<file path="config.mk">
export PLATFORM = sky130hd
export DESIGN_NAME = counter_modn_chain
export DESIGN_NICKNAME = d
export VERILOG_FILES = /design/src/rtl/counter_pkg.sv /design/src/rtl/counter_digit.sv /design/src/rtl/counter_modn_chain.sv
export SDC_FILE = /design/constraint.sdc
export NUM_CORES = 1
export LEC_CHECK = 0
export BUFFER_PORTS_ARGS = -buffer_cell sky130_fd_sc_hd__buf_2
export CAP_MARGIN = 20
export CORE_UTILIZATION = 52
export CTS_CLUSTER_SIZE = 10
export DETAILED_ROUTE_END_ITERATION = 7
export PLACE_DENSITY = 0.73
export SLEW_MARGIN = 40
export SYNTH_ARGS = -nofsm -noshare
export SYNTH_HDL_FRONTEND = slang
export SYNTH_SLANG_ARGS = --single-unit
export TNS_END_PERCENT = 1
</file>
<file path="constraint.sdc">
create_clock -name CLK -period 4.2 [get_ports CLK]
set_clock_uncertainty 0.05 [all_clocks]
set_input_delay 0.42 -clock CLK [delete_from_list [all_inputs] [get_ports CLK]]
set_output_delay 0.42 -clock CLK [all_outputs]
set_load 0.01 [all_outputs]
</file>
<file path="src/rtl/counter_pkg.sv">
// Shared defaults and helpers for the mod-N counter chain.
// Optional feature macro: CNT_LOAD_EN (parallel load ports on the top level).
package counter_pkg;

   localparam int unsigned W_DEF      = 4;
   localparam int unsigned MOD_DEF    = 13;
   localparam int unsigned DIGITS_DEF = 2;

`ifdef CNT_LOAD_EN
   localparam bit LOAD_EN_DEF = 1'b1;
`else
   localparam bit LOAD_EN_DEF = 1'b0;
`endif

   // Digit value after which the next digit steps: MOD-1 counting up, 0 counting down.
   function automatic int unsigned term_val(input int unsigned mod, input logic up);
      return up ? (mod - 1) : 0;
   endfunction

endpackage

</file>
<file path="src/rtl/counter_digit.sv">
// One W-bit modulo-MOD digit register with clear, load and up/down step.
// Ports:
//   i_clk, i_rst      clock, async active-high reset
//   i_step            advance this digit by one in direction i_up
//   i_up              1 = increment, 0 = decrement
//   i_clr             synchronous clear (highest priority after reset)
//   i_ld, i_ld_val    synchronous load; out-of-range values load as 0
//   o_q               registered digit value
//   o_at_term         digit sits at its terminal value for the current direction
module counter_digit
   import counter_pkg::*;
#(
   parameter int unsigned W   = W_DEF,
   parameter int unsigned MOD = MOD_DEF
) (
   input  logic         i_clk,
   input  logic         i_rst,
   input  logic         i_step,
   input  logic         i_up,
   input  logic         i_clr,
   input  logic         i_ld,
   input  logic [W-1:0] i_ld_val,
   output logic [W-1:0] o_q,
   output logic         o_at_term
);

   // One extra bit so MOD == 2**W is representable.
   localparam logic [W:0]   MOD_X = (W+1)'(MOD);
   localparam logic [W-1:0] MAX_V = W'(MOD - 1);

   logic [W-1:0] r_q;
   logic [W-1:0] w_nxt;
   logic [W-1:0] w_ld_fix;

   assign o_q       = r_q;
   assign o_at_term = (r_q == W'(term_val(MOD, i_up)));

   // Step value; out-of-range values recover to a legal value in one step.
   always_comb begin
      w_nxt = r_q;
      if (i_up) begin
         w_nxt = (r_q >= MAX_V) ? '0 : r_q + W'(1);
      end else begin
         w_nxt = ((r_q == '0) || ({1'b0, r_q} >= MOD_X)) ? MAX_V : r_q - W'(1);
      end
   end

   assign w_ld_fix = ({1'b0, i_ld_val} >= MOD_X) ? '0 : i_ld_val;

   // Digit register: reset > clear > load > step.
   always_ff @(posedge i_clk or posedge i_rst) begin
      if (i_rst)       r_q <= '0;
      else if (i_clr)  r_q <= '0;
      else if (i_ld)   r_q <= w_ld_fix;
      else if (i_step) r_q <= w_nxt;
   end

endmodule

</file>
<file path="src/rtl/counter_modn_chain.sv">
// Cascade of DIGITS modulo-MOD digits with enable, direction, clear,
// optional parallel load and a combinational terminal-count output.
// Optional feature macro: CNT_LOAD_EN adds LOAD / LD_VAL.
// Ports:
//   CLK, RST     clock (rising edge), async active-high reset
//   EN, UP       count enable, direction (1 = up)
//   CLR          synchronous clear
//   LOAD, LD_VAL synchronous parallel load (CNT_LOAD_EN only)
//   CNT          registered count, digit i in bits [i*W +: W]
//   TC           combinational terminal count / carry-borrow out
module counter_modn_chain
   import counter_pkg::*;
#(
   parameter int unsigned W      = W_DEF,
   parameter int unsigned MOD    = MOD_DEF,
   parameter int unsigned DIGITS = DIGITS_DEF
) (
   input  logic                CLK,
   input  logic                RST,
   input  logic                EN,
   input  logic                UP,
   input  logic                CLR,
`ifdef CNT_LOAD_EN
   input  logic                LOAD,
   input  logic [DIGITS*W-1:0] LD_VAL,
`endif
   output logic [DIGITS*W-1:0] CNT,
   output logic                TC
);

   logic [DIGITS:0]     w_carry;
   logic [DIGITS-1:0]   w_at_term;
   logic                w_load;
   logic [DIGITS*W-1:0] w_ld_val;

`ifdef CNT_LOAD_EN
   assign w_load   = LOAD;
   assign w_ld_val = LD_VAL;
`else
   assign w_load   = 1'b0;
   assign w_ld_val = '0;
`endif

   // Ripple of step enables: digit i steps when EN and all lower digits are terminal.
   assign w_carry[0] = EN;

   for (genvar g = 0; g < DIGITS; g++) begin : g_digit
      counter_digit #(
         .W   (W),
         .MOD (MOD)
      ) u_digit (
         .i_clk     (CLK),
         .i_rst     (RST),
         .i_step    (w_carry[g]),
         .i_up      (UP),
         .i_clr     (CLR),
         .i_ld      (w_load),
         .i_ld_val  (w_ld_val[g*W +: W]),
         .o_q       (CNT[g*W +: W]),
         .o_at_term (w_at_term[g])
      );
      assign w_carry[g+1] = w_carry[g] & w_at_term[g];
   end

   assign TC = w_carry[DIGITS] & ~CLR & ~w_load;

endmodule

</file>
==> impl_results.md <==
* CTS Hold Bufs at 0
* Crit-path max FO at 9
* FF+latch area at 200 sq um
* Post-route setup TNS at 0 ns
* CTS resizes at 0
* DRC at 0
* Top-area cell type share of the netlist area at 25.1%
* Max IR drop VDD at 0.177 mV
* Syn avg cell area at 7.97 sq um
* Full die area at 1690 sq um
* Initial DRC count at 27
* Fill count at 135
* Yosys reg bits at 8
* Pre-Repair DR Iteration Count at 4
* RSZ-0062 raised after global routing: no
* Die X-Extent at 41.2 microns
* WP data required at 3.73 ns
* Post-Syn Area at 797 sq um
* Largest net degree at the start of global routing at 25
* Total CTS buffers at 3
* WL met1 at 922 microns
* CP max stage cell: dfrtp_1
* Antenna violations before repair at 0
* WL/cell at 13.9 microns
* R2r setup slk at 2.30 ns
* CTS HTree Levels at 1
* Fmax at 0.464 GHz
* Fin. Hold Viols at 0
* Relative slew slack at 74.3%
* R2R Path Start: g_digit[0].u_digit.o_q[0]
* Clk slew on worst S/H paths at 0.05 ns
* EDFF count, synth at 0
* Placement Setup Slack at 2.19 ns
* P&R area growth vs syn at 9.73%
* Root buf cell: clkbuf_4
* Startpoint Class: flop
* Clock sink count at 8
* Max_cap viols at 0
* Share of post-route cells with drive strength above 1 at 16.5%
* Start point of the critical path: g_digit[0].u_digit.o_q[0]
* Status: finished clean
* Synth unique cells at 35
* CP Class: flop to primary output
* Total power at 0.000236 W
* Multi-input gate area at 534 sq um
* Clk network pwr share at 22.8%
* Overall global routing resource usage at 23.0%
* Worst path max stage delay at 0.44 ns
* ANT cells at 0
* CP cell instances: inv_1, ha_1, o211ai_4, nor4b_1, buf_2
* Final Wtd Congestion at 0.801
* Die Ht at 41.2 microns
* Seq/Total Area, Yosys at 25.1%
* Synth Instances at 100
* DRT antenna net count at 0
* Clock latency at the later pin of the worst-skew pair at 0.24 ns
* Clk buf depth at 2
* Switching part of the total at 35.7%
* Starting Density at 58.3%
* Routed met2 length at 726 microns
* Period minus WS final at 2.16 ns
* Post-Route WL at 1.72 mm
* Largest area contributor in the netlist: dfrtp_1
* Worst Setup End Kind: primary output
* Int Pwr at 0.000152 W
* Max Used Layer: met3
* Vias at 751
* NumNets Final at 124
* Synth warn at 0
* Async SR Flop Fraction at 100%
* CORE AREA at 1370 sq um
* Num rows at 13
* Crit path to: TC
* Total gr overflow at 0
* R2R cell count at 5
* Net Sw Power at 0.0000845 W
* Worst EP arrival at 1.69 ns
* Final core utilization at 64.0%
* Met3 wire length at 69 microns
* Final-report setup violation count at 0
* Max-slew violations at 0
* Synth Net Count at 113
* Flop pwr share at 42.0%
* Post CTS Setup Buffer Count at 0
* First-pass GRT wire length at 2.56 mm
* Worst setup margin at 2.04 ns
* Post-DP HPWL at 1.28 mm
* Port bufs at 13
* Vias per inst at 6.06
* Largest cells by area after synthesis: dfrtp_1, ha_1, a21oi_1, inv_1, o211ai_1
* PwrDens at 270 nW/um^2
* Max reg flops at 8
* HP Class: input pin to async pin
* Worst R2R End: g_digit[1].u_digit.o_q[2]
* IO Pins at 14
* Comb pwr share at 35.2%
* Leakage at 0.385 nW
* Worst-Margin Slew at 0.375 ns
* Tcrit/Tclk final at 51.4%
* Vias in the first global route at 570
* CTS tree: done
* Synth Flop Type: dfrtp_1
==> cells by family after synthesis <==
family | synth area share, %
and+or+nand+nor | 27.8
AOI/OAI and AO/OA | 26.7
buffers and inverters | 7.85
adders and majority gates | 12.6
DFF | 25.1
==> Yosys cell counts (2+ instances only) <==
| master | n |
|---|---|
| dfrtp_1 | 8 |
| buf_2 | 2 |
| ha_1 | 8 |
| o21ai_0 | 3 |
| or4_1 | 2 |
| clkbuf_1 | 4 |
| nor4bb_1 | 2 |
| and2_1 | 3 |
| nand2_1 | 4 |
| inv_1 | 9 |
| a211oi_1 | 2 |
| nand2b_1 | 4 |
| o211ai_1 | 4 |
| nor3_1 | 4 |
| a21oi_1 | 14 |
| nor3b_1 | 2 |
| nor2_1 | 7 |
==> power by group through the flow <==
stage / clock network, W / registers, W / logic (W)
final: 0.0000538 / 0.0000993 / 0.0000831
after global routing: 0.0000585 / 0.000102 / 0.0000937
after CTS: 0.0000574 / 0.0000987 / 0.0000830
after detailed placement: 0 / 0.0000999 / 0.0000827
after global placement: 0 / 0.0000992 / 0.0000808
after floorplan: 0 / 0.0000962 / 0.0000640
==> worst min path at each step <==
| stage | start | to | depth (start not counted) |
|---|---|---|---|
| global placement | RST | g_digit[1].u_digit.o_q[2] | 2 |
| CTS | RST | g_digit[0].u_digit.o_q[1] | 2 |
| finish | RST | g_digit[1].u_digit.o_q[2] | 2 |
| floorplan | RST | g_digit[0].u_digit.o_q[0] | 1 |
| detailed placement | RST | g_digit[0].u_digit.o_q[1] | 2 |
| global route | RST | g_digit[0].u_digit.o_q[1] | 2 |
==> cell usage in the layout, fill, tap and decap left out, types with 2 or more instances in the layout <==
| cell | Yosys | layout |
|---|---|---|
| a21oi_1 | 14 | 14 |
| buf_2 | 2 | 13 |
| inv_1 | 9 | 9 |
| ha_1 | 8 | 8 |
| dfrtp_1 | 8 | 8 |
| nor2_1 | 7 | 7 |
| o211ai_1 | 4 | 4 |
| nand2_1 | 4 | 4 |
| nand2b_1 | 4 | 4 |
| nor3_1 | 4 | 4 |
| and2_1 | 3 | 3 |
| o21ai_0 | 3 | 3 |
| clkbuf_4 | 0 | 3 |
| nor3b_1 | 2 | 2 |
| a211oi_1 | 2 | 2 |
| nor4bb_1 | 2 | 2 |
| or4_1 | 2 | 2 |
==> final cells by class <==
type / count / area share, %
repair buffers: 13 / 7.44
inverters: 9 / 3.86
flip-flops and latches: 8 / 22.9
well taps: 15 / 2.15
multi-input cells: 76 / 61.1
clock buffers: 3 / 2.58
==> stage by stage <==
step | instances | cell area [sq um] | hold WS (ns)
6_report | 124 | 875 | 0.0523
2_1_floorplan | 100 | 797 | 0.186
5_1_grt | 124 | 875 | 0.0871
3_3_place_gp | 121 | 852 | 0.313
3_5_place_dp | 121 | 852 | 0.314
4_1_cts | 124 | 875 | 0.0481
==> worst max-delay path, delay by kind of cell (launching register included) <==
family                   cells  cell delay (ns)
AO/OA/AOI/OAI                1             0.15
adder cells (fa/ha/maj)      1             0.26
buffers and inverters        2             0.33
flip-flops                   1             0.44
AND/OR/NAND/NOR              1             0.26
==> routing by layer <==
layer  vias up  track usage, %
li1        382               -
met3         0               0
met2        19            30.9
met4         0            7.26
met5         -               0
met1       350            39.2
No activity file was read; power rests on OpenSTA's default activity.
